**config.mk**
```make
export PLATFORM = sky130hd
export DESIGN_NAME = sd_xfer_sched_flat
export DESIGN_NICKNAME = d
export VERILOG_FILES = /design/src/rtl/sd_xfer_sched_if.sv /design/src/rtl/sd_xfer_sched.sv /design/src/flat_wrapper.sv
export SDC_FILE = /design/constraint.sdc
export NUM_CORES = 1
export LEC_CHECK = 0
export CAP_MARGIN = 5
export CORE_ASPECT_RATIO = 2
export CORE_MARGIN = 3
export CORE_UTILIZATION = 25
export CTS_CLUSTER_SIZE = 12
export DETAILED_ROUTE_END_ITERATION = 10
export PLACE_DENSITY_LB_ADDON = 0.05
export SLEW_MARGIN = 15
export SYNTH_ARGS = -nofsm -noshare
export SYNTH_HDL_FRONTEND = slang
export SYNTH_SLANG_ARGS = --single-unit
```
**constraint.sdc**
```tcl
create_clock -name clk -period 1.55 [get_ports clk]
set_input_delay 0.155 -clock clk [delete_from_list [all_inputs] [get_ports clk]]
set_output_delay 0.155 -clock clk [all_outputs]
set_load 0.005 [all_outputs]
```
**src/rtl/sd_xfer_sched_if.sv**
```systemverilog
// Signal bundle between the transfer scheduler, the USB FIFO side and the SD host.
// The master modport is the scheduler; the slave modport is its environment.
interface sd_xfer_sched_if #(
  parameter int ADDR_W = 16
);
  logic              out_rdy;
  logic              in_req;
  logic              rd_fifo_empty;
  logic              sd_done;
  logic              sd_crc_ok;
  logic              err_clr;
  logic              sd_wr_start;
  logic              sd_rd_start;
  logic [ADDR_W-1:0] sd_blk_addr;
  logic              out_done;
  logic              in_done;
  logic              busy;
  logic              err;

  modport master (
    input  out_rdy, in_req, rd_fifo_empty, sd_done, sd_crc_ok, err_clr,
    output sd_wr_start, sd_rd_start, sd_blk_addr, out_done, in_done, busy, err
  );

  modport slave (
    output out_rdy, in_req, rd_fifo_empty, sd_done, sd_crc_ok, err_clr,
    input  sd_wr_start, sd_rd_start, sd_blk_addr, out_done, in_done, busy, err
  );
endinterface

```
**src/rtl/sd_xfer_sched.sv**
```systemverilog
// Arbitrates the single SD port between the USB OUT (write) and IN (read) paths,
// one block at a time, with write CRC retries and a hung-card timeout.
module sd_xfer_sched #(
  parameter int ADDR_W      = 16,
  parameter int TIMEOUT_CYC = 65535,
  parameter int MAX_RETRY   = 3
) (
  input logic            clk,
  input logic            n_rst,
  sd_xfer_sched_if.master bus
);
  localparam int TW = $clog2(TIMEOUT_CYC + 1);
  localparam int RW = (MAX_RETRY > 0) ? $clog2(MAX_RETRY + 1) : 1;

  localparam logic [2:0] IDLE  = 3'd0;
  localparam logic [2:0] WR_ST = 3'd1;
  localparam logic [2:0] WR_WT = 3'd2;
  localparam logic [2:0] RD_ST = 3'd3;
  localparam logic [2:0] RD_WT = 3'd4;
  localparam logic [2:0] ERR   = 3'd5;

  logic [2:0]        state;
  logic [ADDR_W-1:0] wr_addr;
  logic [ADDR_W-1:0] rd_addr;
  logic [ADDR_W-1:0] blk_addr;
  logic [RW-1:0]     retry;
  logic [TW-1:0]     timer;
  logic              last_in;
  logic              out_done_q;
  logic              in_done_q;

  logic out_elig;
  logic in_elig;
  logic grant_wr;
  logic grant_rd;
  logic timed_out;

  always_comb begin
    out_elig  = bus.out_rdy;
    in_elig   = bus.in_req & bus.rd_fifo_empty;
    // On contention the direction not served last wins.
    grant_wr  = out_elig & (~in_elig | last_in);
    grant_rd  = in_elig & (~out_elig | ~last_in);
    timed_out = (timer == TW'(TIMEOUT_CYC - 1));
  end

  always_ff @(posedge clk or negedge n_rst) begin
    if (!n_rst) begin
      state      <= IDLE;
      wr_addr    <= '0;
      rd_addr    <= '0;
      blk_addr   <= '0;
      retry      <= '0;
      timer      <= '0;
      last_in    <= 1'b1;
      out_done_q <= 1'b0;
      in_done_q  <= 1'b0;
    end else begin
      out_done_q <= 1'b0;
      in_done_q  <= 1'b0;
      case (state)
        IDLE: begin
          if (grant_wr) begin
            state    <= WR_ST;
            last_in  <= 1'b0;
            blk_addr <= wr_addr;
          end else if (grant_rd) begin
            state    <= RD_ST;
            last_in  <= 1'b1;
            blk_addr <= rd_addr;
          end
        end
        WR_ST: begin
          timer <= '0;
          state <= WR_WT;
        end
        RD_ST: begin
          timer <= '0;
          state <= RD_WT;
        end
        // sd_done is checked before the timeout so a completion in the final
        // waiting cycle still counts.
        WR_WT: begin
          if (bus.sd_done) begin
            if (bus.sd_crc_ok) begin
              out_done_q <= 1'b1;
              wr_addr    <= wr_addr + 1'b1;
              retry      <= '0;
              state      <= IDLE;
            end else if (retry < RW'(MAX_RETRY)) begin
              retry    <= retry + 1'b1;
              blk_addr <= wr_addr;
              state    <= WR_ST;
            end else begin
              state <= ERR;
            end
          end else if (timed_out) begin
            state <= ERR;
          end else begin
            timer <= timer + 1'b1;
          end
        end
        RD_WT: begin
          if (bus.sd_done) begin
            in_done_q <= 1'b1;
            rd_addr   <= rd_addr + 1'b1;
            state     <= IDLE;
          end else if (timed_out) begin
            state <= ERR;
          end else begin
            timer <= timer + 1'b1;
          end
        end
        ERR: begin
          if (bus.err_clr) begin
            retry <= '0;
            state <= IDLE;
          end
        end
        default: state <= IDLE;
      endcase
    end
  end

  always_comb begin
    bus.sd_wr_start = (state == WR_ST);
    bus.sd_rd_start = (state == RD_ST);
    bus.sd_blk_addr = blk_addr;
    bus.out_done    = out_done_q;
    bus.in_done     = in_done_q;
    bus.busy        = (state != IDLE) && (state != ERR);
    bus.err         = (state == ERR);
  end
endmodule

```
**src/flat_wrapper.sv**
```systemverilog
// flat-port wrapper written by rule: the top's interface ports become plain ports
module sd_xfer_sched_flat 
#(
  parameter int ADDR_W      = 16,
  parameter int TIMEOUT_CYC = 65535,
  parameter int MAX_RETRY   = 3
)
  (clk, n_rst, bus_out_rdy, bus_in_req, bus_rd_fifo_empty, bus_sd_done, bus_sd_crc_ok, bus_err_clr, bus_sd_wr_start, bus_sd_rd_start, bus_sd_blk_addr, bus_out_done, bus_in_done, bus_busy, bus_err);
  sd_xfer_sched_if #(.ADDR_W(ADDR_W)) bus_i ();
  input logic clk;
  input logic n_rst;
  input wire logic [$bits(bus_i.out_rdy)-1:0] bus_out_rdy;
  input wire logic [$bits(bus_i.in_req)-1:0] bus_in_req;
  input wire logic [$bits(bus_i.rd_fifo_empty)-1:0] bus_rd_fifo_empty;
  input wire logic [$bits(bus_i.sd_done)-1:0] bus_sd_done;
  input wire logic [$bits(bus_i.sd_crc_ok)-1:0] bus_sd_crc_ok;
  input wire logic [$bits(bus_i.err_clr)-1:0] bus_err_clr;
  output wire logic [$bits(bus_i.sd_wr_start)-1:0] bus_sd_wr_start;
  output wire logic [$bits(bus_i.sd_rd_start)-1:0] bus_sd_rd_start;
  output wire logic [$bits(bus_i.sd_blk_addr)-1:0] bus_sd_blk_addr;
  output wire logic [$bits(bus_i.out_done)-1:0] bus_out_done;
  output wire logic [$bits(bus_i.in_done)-1:0] bus_in_done;
  output wire logic [$bits(bus_i.busy)-1:0] bus_busy;
  output wire logic [$bits(bus_i.err)-1:0] bus_err;
  assign bus_i.out_rdy = bus_out_rdy;
  assign bus_i.in_req = bus_in_req;
  assign bus_i.rd_fifo_empty = bus_rd_fifo_empty;
  assign bus_i.sd_done = bus_sd_done;
  assign bus_i.sd_crc_ok = bus_sd_crc_ok;
  assign bus_i.err_clr = bus_err_clr;
  assign bus_sd_wr_start = bus_i.sd_wr_start;
  assign bus_sd_rd_start = bus_i.sd_rd_start;
  assign bus_sd_blk_addr = bus_i.sd_blk_addr;
  assign bus_out_done = bus_i.out_done;
  assign bus_in_done = bus_i.in_done;
  assign bus_busy = bus_i.busy;
  assign bus_err = bus_i.err;
  sd_xfer_sched #(.ADDR_W(ADDR_W), .TIMEOUT_CYC(TIMEOUT_CYC), .MAX_RETRY(MAX_RETRY)) u_core (.clk(clk), .n_rst(n_rst), .bus(bus_i));
endmodule
```
Word-level counts from Yosys, hierarchy flattened
Cells that the tools add are included.
Operators by class
  add/subtract/negate cells: 4
  reduce and logical (&&, ||, !) cells: 16
  equality and inequality tests: 15
  order comparisons: 1
  bitwise gates (word level): 8
  muxes and demuxes: 30
Operators by type and width (number)
  $mux W16: 7
  $pmux W16 S2: 2
  $add A16 B1 Y16 const B: 3
  $mux W3: 8
  $pmux W3 S6: 1
  $eq A16 B16 Y1 const B: 1
  $ne A2 B2 Y1 const B: 5
  $mux W2: 4
  $reduce_bool A2 Y1: 4
  $mux W1: 7
  $eq A3 B2 Y1 const B: 2
  $eq A3 B3 Y1 const B: 2
  $reduce_and A2 Y1: 3
  $reduce_and A3 Y1: 2
  $reduce_and A5 Y1: 1
  $pmux W2 S2: 1
  $reduce_and A4 Y1: 1
  $reduce_or A2 Y1: 2
  $and A1 B1 Y1: 3
  $eq A3 B1 Y1 const B: 1
  $logic_not A3 Y1: 1
  $ne A3 B1 Y1 const B: 1
  $ne A3 B2 Y1 const B: 1
  $ne A3 B3 Y1 const B: 1
  other kinds (7): 10
Storage, ports and cells
  word-level logic and storage cells: 83
  input bits: 8
  flip-flop bits (word level): 72
  output and inout port bits: 22

Logic depth before layout (Yosys ltp)
Gate-level depths: netlist of the first run.
  depth after elaboration: 6
  depth in mapped cells: 7
  gate-level depth less buffers: 6

Least setup slack after synthesis of the first run
OpenSTA, ideal clock, no wires.
  path kind: flip-flop to flip-flop
  start point: register u_core.timer[0]
  end point: register u_core.timer[3]
  slack: -0.174 ns
  stages on the path, launching flop included: 8
  setup time: 0.139 ns
  data required time: 1.411 ns
  arrival: 1.585 ns
  buffers on the path: 1
  clock period less this slack: 1.724 ns
  cells stage by stage: dfrtp_1 > inv_1 > ha_1 > and4_1 > and4_1 > buf_2 > o311ai_0 > o31ai_1
Between the ends
  word-level cells in the longest chain between the ends: 4
  elaborated cells on any way between the ends: 7
  those cells by class: 1 x add/sub; 2 x eq/ne; 3 x mux; 1 x reduce/logical
Ends and longest elaborated chain
  start, declared: RTL line sd_xfer_sched.sv:27  | logic [TW-1:0] timer;
  start signal, assigned: RTL line sd_xfer_sched.sv:100  | timer <= timer + 1'b1;
  start signal, assigned: RTL line sd_xfer_sched.sv:111  | timer <= timer + 1'b1;
  $add A16 B1 Y16: RTL line sd_xfer_sched.sv:100, sd_xfer_sched.sv:111
  $mux W16: RTL line sd_xfer_sched.sv:97, sd_xfer_sched.sv:108
  $mux W16: RTL line sd_xfer_sched.sv:84  | if (bus.sd_done) begin
  $pmux W16 S2: RTL line sd_xfer_sched.sv:61  | case (state)
Several ways; a longest one is shown, not always the timed one. The select of a mux whose other input is x is not followed.
A chain may end at the register's enable or synchronous reset.

Final worst setup path of the first run
  start point: register u_core.state[0]
  end point: register u_core.timer[6]
Between the ends
  word-level cells in the longest chain between the ends: 4
  elaborated cells on any way between the ends: 11
  those cells by class: 6 x eq/ne; 1 x mux; 4 x reduce/logical
Ends and longest elaborated chain
  start, declared: RTL line sd_xfer_sched.sv:22  | logic [2:0] state;
  start signal, assigned: RTL line sd_xfer_sched.sv:49  | state <= IDLE;
  start signal, assigned: RTL line sd_xfer_sched.sv:64  | state <= WR_ST;
  start signal, assigned: RTL line sd_xfer_sched.sv:68  | state <= RD_ST;
  $eq A3 B2 Y1 (tied with other cells): RTL line sd_xfer_sched.sv:61
  $reduce_or A2 Y1 (no source line)
  $ne A2 B2 Y1 (no source line) / $reduce_bool A2 Y1 (equally long branches)
  $reduce_and A3 Y1 (no source line)
Several ways; a longest one is shown, not always the timed one.

==> out/metrics.yaml, run 1 <==
floorplanning:
  io_pins: 30
  dieHeight_um: 177
  coreArea_um2: 14400
  dieArea_um2: 16300
  row_count: 62
  initial_core_util: 0.256
  die_x_um: 91.7
clock_network:
  clkSinkCount: 72
  clk_latency_ns: 0.33
  clock-root-buffer: "clkbuf_16"
  path_clk_slew_ns: 0.06
  clk_path_buf_depth: 2
  cts_tree: "done"
  h-tree-depth: 3
  cts_buffers: 9
worst_setup_path:
  slowest_stage: "or4_4"
  start_kind: "flip-flop"
  arrival_ns: 1.99
  crit_required_ns: 1.81
  cp_cell_sequence: "buf_6, and4bb_2, nand3_2, buf_6, or4_4, a21oi_2"
  worst-path-max-fanout: 8
  critPathTopFamily: "simple AND/OR/NAND/NOR gates"
  cp.buffers_inverters: 2
  end_kind: "flip-flop"
  critical-path-max-stage-delay_ns: 0.42
  path_class: "reg -> reg"
  path_common_cell: "buf_6"
final_layout:
  fillerInstances: 1424
  regArea_um2: 1800
  diodes: 0
  drive_above_1_share: 0.442
  final_area_um2: 5880
  multi_input_area_um2: 2340
  final_cells: 678
  fin_nets: 494
  syn_to_final_growth_pct: 60.0
sta:
  clock.fmax_mhz: 579
  worst_slack_ns: -0.178
  whs_ns: 0.303
  timing.final.crit_share: 1.11
  min_period_ns: 1.73
  slew_headroom: 0.713
  hold_viol_final: 0
  max_slew.worst_pin.slew_ns: 0.430
  finClkSkew_ns: 0.00581
  slew_violations: 0
  setup_viol: 47
  rsz0062_at_grt: "true"
  tns_ns: -4.70
synthesis:
  synth_ff_type: "dfrtp_1"
  netlist_top_cells_area: "dfrtp_1 (48%), mux2i_1 (6.3%), xnor2_1 (3.8%), xor2_1 (3.6%), a21oi_1 (3.4%)"
  yosysTopAreaCellShare: 0.483
  syn_area_per_cell_um2: 10.3
  yosysSeqAreaShare: 0.491
  synth_most_common_cell: "dfrtp_1"
  async_reset_ff_frac: 1.00
  synth_enable_flop_cells: 0
  syn_inst: 358
  ys_ff_latch: 72
  ys_top_cells_by_count: "dfrtp_1 (71), nand2_1 (29), nor2_1 (29), a21oi_1 (25), mux2i_1 (23)"
  synthesis.nets: 371
  synthesis.area_um2: 3670
  yosys.area.top_type: "dfrtp_1"
  synth.distinct_cells: 53
  synth_warnings: 0
global_route:
  grt_use_total: 0.148
  antenna_found_initial: 0
  overflow: 0
  grt_first_pass_wirelength_um: 18300
  grt_pass1_vias: 3417
  grt_max_degree: 38
route:
  wl_met3_um: 228
  drt-pass1-iter-count: 4
  drtIter0Drc: 69
  routedWlPerCell_um: 17.1
  route.detailed.drc: 0
  wl_um: 11600
  num_vias: 3210
  routed.top_layer: "met4"
  via_per_inst: 4.73
  met1Wirelength_um: 4100
  dr_wl_met2_um: 7010
  ant_nets: 0
job:
  cap_violations: 0
placed_design:
  placed_area_um2: 4730
  place.gp.congestion: 0.760
  hpwlAfterDp_um: 8140
  port-buffer-count: 29
  dp.cells: 635
status:
  status: "finished with violations"
  violations: "negative setup slack"
pwr:
  p_total_mw: 8.53
  powerDensity_nw_per_um2: 1450
  vdd_drop_max_v: 0.000747
  p_leak_nw: 2.62
worst_hold_path:
  hold_class: "in -> async"
## stage by stage
| stage | util | worst slack, ns |
|---|---|---|
| finish | 0.410 | -0.178 |
| CTS | 0.382 | -0.174 |
| floorplan | - | -0.0409 |
| global route | 0.410 | -0.244 |
| detailed placement | 0.329 | -0.421 |
| global placement | 0.329 | -0.362 |
## worst reg2reg max path: stages, from the launching register on
cell	delay [ns]
dfrtp_1	0.39
buf_6	0.12
and4bb_2	0.34
nand3_2	0.10
buf_6	0.16
or4_4	0.42
a21oi_2	0.14
## path summary, 6_finish.rpt
kind                                                     start  slack, ns                                     end  cells after the start
min in group clk                u_core.wr_addr[15]$_DFFE_PN0P_       0.47          u_core.wr_addr[15]$_DFFE_PN0P_                      1
worst min-delay path                                     n_rst       0.30  u_core.bus.sd_blk_addr[11]$_DFFE_PN0P_                      2
max in group asynchronous                                n_rst       0.71   u_core.bus.sd_blk_addr[4]$_DFFE_PN0P_                      3
worst min register to register  u_core.wr_addr[15]$_DFFE_PN0P_       0.47          u_core.wr_addr[15]$_DFFE_PN0P_                      1
worst max register to register     u_core.state[0]$_DFFE_PN0P_      -0.18             u_core.timer[6]$_DFFE_PN0P_                      6
worst max-delay path               u_core.state[0]$_DFFE_PN0P_      -0.18             u_core.timer[6]$_DFFE_PN0P_                      6
## repair_timing
action                     CTS  global route
cloned                       2             1
hold buffers                 1             0
setup buffers               18            11
gates resized for setup     80            79
setup endpoints to repair   59            64
pin swaps                   33            32
hold endpoints to repair    24             0
## kinds of logic (layout without fill, tap and decap cells)
family / count (synthesis) / count (layout) / share of synthesized area
buf+inv: 22 / 149 / 0.0289
mux: 26 / 26 / 0.0718
flops: 72 / 72 / 0.491
xor+xnor: 31 / 31 / 0.0739
fa+ha+maj: 5 / 5 / 0.0170
compound gates: 54 / 54 / 0.0943
simple gates: 148 / 149 / 0.223
## layout by cell type (no fill, tap or decap), types with 7 or more instances in the layout
cell             instances
dfrtp_1                 70
xnor2_1                 13
xor2_1                  14
a21oi_2                 21
inv_1                    7
and3_1                   8
clkdlybuf4s50_1         24
nand4_1                 12
nand2_1                 22
buf_6                   28
nor2_1                  22
mux2i_1                 22
buf_4                   65
clkbuf_16               10
nand3_1                 11
## flip-flops by register name (all words and copies together), names as in the netlist
| name | count |
|---|---|
| u_core.state | 3 |
| u_core.timer | 16 |
| u_core.bus.out_done | 1 |
| u_core.wr_addr | 16 |
| u_core.bus.sd_blk_addr | 16 |
| u_core.rd_addr | 16 |
| u_core.last_in | 1 |
| u_core.retry | 2 |
| u_core.bus.in_done | 1 |
## power breakdown
part	switching [mW]	internal [mW]	total, mW
clock	0.821	1.29	2.11
combinational	1.77	2.06	3.83
sequential	0.288	2.30	2.59
## cell type report
class | count | area share
multi-input combinational | 265 | 0.399
clock inverter | 5 | 0.00958
sequential | 72 | 0.307
timing repair buffer | 125 | 0.197
inverter | 8 | 0.00511
tap | 192 | 0.0409
clock buffer | 11 | 0.0413
## per-layer routing
layer	up-vias	track usage
met5	-	0
met4	0	0.0651
met3	12	0.0280
met2	40	0.288
met1	1615	0.148
li1	1543	-
Note: power is estimated with default switching activity, not from simulation.
==> run 2: changes to the inputs <==
--- a/config.mk
+++ b/config.mk
@@ -12,6 +12,7 @@
 export CTS_CLUSTER_SIZE = 12
 export DETAILED_ROUTE_END_ITERATION = 10
 export PLACE_DENSITY_LB_ADDON = 0.05
+export RECOVER_POWER = 50
 export SLEW_MARGIN = 15
 export SYNTH_ARGS = -nofsm -noshare
 export SYNTH_HDL_FRONTEND = slang
==> run 2 against run 1 <==
Net effect: cell count did not move; clock skew rose by 0.0020 ns; the run still ends with negative setup slack left; wire length fell by 0.28%; first-iteration DRC count rose by 17%; total power fell by 0.18%; highest routed layer unchanged; cell area fell by 0.23%; utilization fell by 0.096 points; setup slack got worse by 0.0017 ns; sequential power barely moved; worst hold slack improved by 0.13 ns.
==> out/metrics.yaml, run 2 (synthesis gave the netlist of run 1 again) <==
worst_setup_path:
  path_class: "reg -> reg"  # unchanged
  end_kind: "flip-flop"  # unchanged
  arrival_ns: 1.99  # about the same
  start_kind: "flip-flop"  # unchanged
  crit_required_ns: 1.81  # about the same
  worst-path-max-fanout: 8  # unchanged
global_route:
  grt_first_pass_wirelength_um: 18300  # unchanged
  antenna_found_initial: 0  # unchanged
  grt_use_total: 0.148  # unchanged
  overflow: 0  # unchanged
  grt_pass1_vias: 3417  # unchanged
  grt_max_degree: 38  # unchanged
route:
  ant_nets: 0  # unchanged
  wl_met3_um: 220  # was 228 um
  route.detailed.drc: 0  # unchanged
  drt-pass1-iter-count: 4  # unchanged
  via_per_inst: 4.73  # about the same
  num_vias: 3209  # was 3,210
  met1Wirelength_um: 4030  # was 4100 um
  wl_um: 11600  # about the same
  routedWlPerCell_um: 17.0  # was 17.1 um
  routed.top_layer: "met4"  # unchanged
  drtIter0Drc: 81  # was 69
  dr_wl_met2_um: 7090  # was 7010 um
status:
  violations: "negative setup slack"  # unchanged
  status: "finished with violations"  # unchanged
final_layout:
  drive_above_1_share: 0.442  # unchanged
  diodes: 0  # unchanged
  most-common-layout-cells: "dfrtp_1 (70), buf_4 (63), buf_6 (29)"  # was dfrtp_1 (70), buf_4 (65), buf_6 (28)
  utilization: 0.409  # was 0.410
  syn_to_final_growth_pct: 59.6  # was 60.0%
  fin_nets: 494  # unchanged
  layout.cells.most_common: "dfrtp_1"  # unchanged
clock_network:
  clkSinkCount: 72  # unchanged
  clock-root-buffer: "clkbuf_16"  # unchanged
  cts_buffers: 9  # unchanged
  cts_tree: "done"  # unchanged
  clk_latency_ns: 0.33  # about the same
  clk_path_buf_depth: 2  # unchanged
  h-tree-depth: 3  # unchanged
  path_clk_slew_ns: 0.06  # about the same
pwr:
  combPwrFrac: 0.449  # about the same
  p_total_mw: 8.52  # was 8.53 mW
  netSwitchingFraction: 0.337  # about the same
  switching_power_mw: 2.87  # was 2.88 mW
  p_leak_nw: 2.62  # about the same
  sequentialPowerShare: 0.304  # was 0.303
  clock_power_share: 0.247  # about the same
  vdd_drop_max_v: 0.000749  # was 0.000747 V
  powerDensity_nw_per_um2: 1450  # about the same
  p_int_mw: 5.65  # about the same
sta:
  slew_headroom: 0.486  # was 0.713
  min_period_ns: 1.73  # about the same
  rsz0062_at_grt: "true"  # unchanged
  worst_slack_ns: -0.180  # was -0.178 ns
  slew_violations: 0  # unchanged
  max_slew.worst_pin.slew_ns: 0.771  # was 0.430 ns
  finClkSkew_ns: 0.00783  # was 0.00581 ns
  timing.final.crit_share: 1.12  # was 1.11
  hold_viol_final: 0  # unchanged
  clock.fmax_mhz: 578  # was 579 MHz
  setup_viol: 50  # was 47
placed_design:
  port-buffer-count: 29  # unchanged
  place.gp.congestion: 0.760  # unchanged
  dpl_worst_slack_ns: -0.421  # unchanged
  hpwlAfterDp_um: 8140  # unchanged
floorplanning:
  die_x_um: 91.7  # unchanged
  dieArea_um2: 16300  # unchanged
  row_count: 62  # unchanged
  initial_core_util: 0.256  # unchanged
  io_pins: 30  # unchanged
  dieHeight_um: 177  # unchanged
  coreArea_um2: 14400  # unchanged
job:
  cap_violations: 0  # unchanged
worst_hold_path:
  hold_class: "in -> async"  # unchanged
run 2: changes by cell type in the layout (fill, tap and decap cells not counted), sizes merged:
cell    previous run  this run
buf               99        97
clkbuf            12        14
run 2: power by group through the flow:
stage | registers, mW | clock network [mW] | logic [mW]
final | 2.59 | 2.10 | 3.82
after global routing | 2.65 | 2.28 | 4.16
after CTS | 2.59 | 2.18 | 3.37
after detailed placement | 2.63 | 0 | 2.76
after global placement | 2.62 | 0 | 2.76
after floorplan | 2.62 | 0 | 1.38
run 2: path summary, 6_finish.rpt:
check | cells past startpoint | slack [ns] | to | startpoint
max reg2reg | 6 | -0.18 | u_core.timer[6]$_DFFE_PN0P_ | u_core.state[0]$_DFFE_PN0P_
max | 6 | -0.18 | u_core.timer[6]$_DFFE_PN0P_ | u_core.state[0]$_DFFE_PN0P_
min | 2 | 0.43 | u_core.bus.sd_blk_addr[11]$_DFFE_PN0P_ | n_rst
max in group asynchronous | 3 | 0.31 | u_core.wr_addr[5]$_DFFE_PN0P_ | n_rst
min reg2reg | 1 | 0.47 | u_core.wr_addr[15]$_DFFE_PN0P_ | u_core.wr_addr[15]$_DFFE_PN0P_
min in group clk | 1 | 0.47 | u_core.wr_addr[15]$_DFFE_PN0P_ | u_core.wr_addr[15]$_DFFE_PN0P_
run 2: per-layer routing:
metal	track usage	vias up
li1	-	1545
met1	0.148	1618
met2	0.288	36
met3	0.0280	10
met4	0.0651	0
met5	0	-
run 2: metrics by stage:
stage | cells | hold slack (ns) | area [um2] | setup TNS [ns]
after floorplan | 358 | -0.141 | 3720 | -0.164
after global placement | 635 | 0.130 | 4730 | -14.55
after detailed placement | 635 | 0.125 | 4730 | -15.90
after CTS | 669 | 0.315 | 5480 | -4.93
after global routing | 678 | 0.496 | 5870 | -9.18
final | 678 | 0.435 | 5870 | -4.76
run 2: cell type report:
type / count / area (um2)
sequential: 72 / 1800
clock inverter: 5 / 56.3
inverter: 8 / 30.0
tap: 192 / 240
clock buffer: 11 / 243
fill: 1429 / 8490
timing repair buffer: 125 / 1150
multi-input combinational: 265 / 2340
run 2: timing repair:
| item | CTS | global route |
|---|---|---|
| gates resized for setup | 80 | 79 |
| endpoints found under the hold margin | 24 | 0 |
| setup buffers | 18 | 11 |
| pin swaps | 33 | 32 |
| cloned | 2 | 1 |
| endpoints found under the setup margin | 59 | 64 |
| hold buffers | 1 | 0 |
run 2: critical path, cell delays in order, from the launching register on:
cell	delay (ns)
dfrtp_1	0.39
buf_6	0.12
and4bb_2	0.34
nand3_2	0.10
buf_6	0.16
or4_4	0.42
a21oi_2	0.14
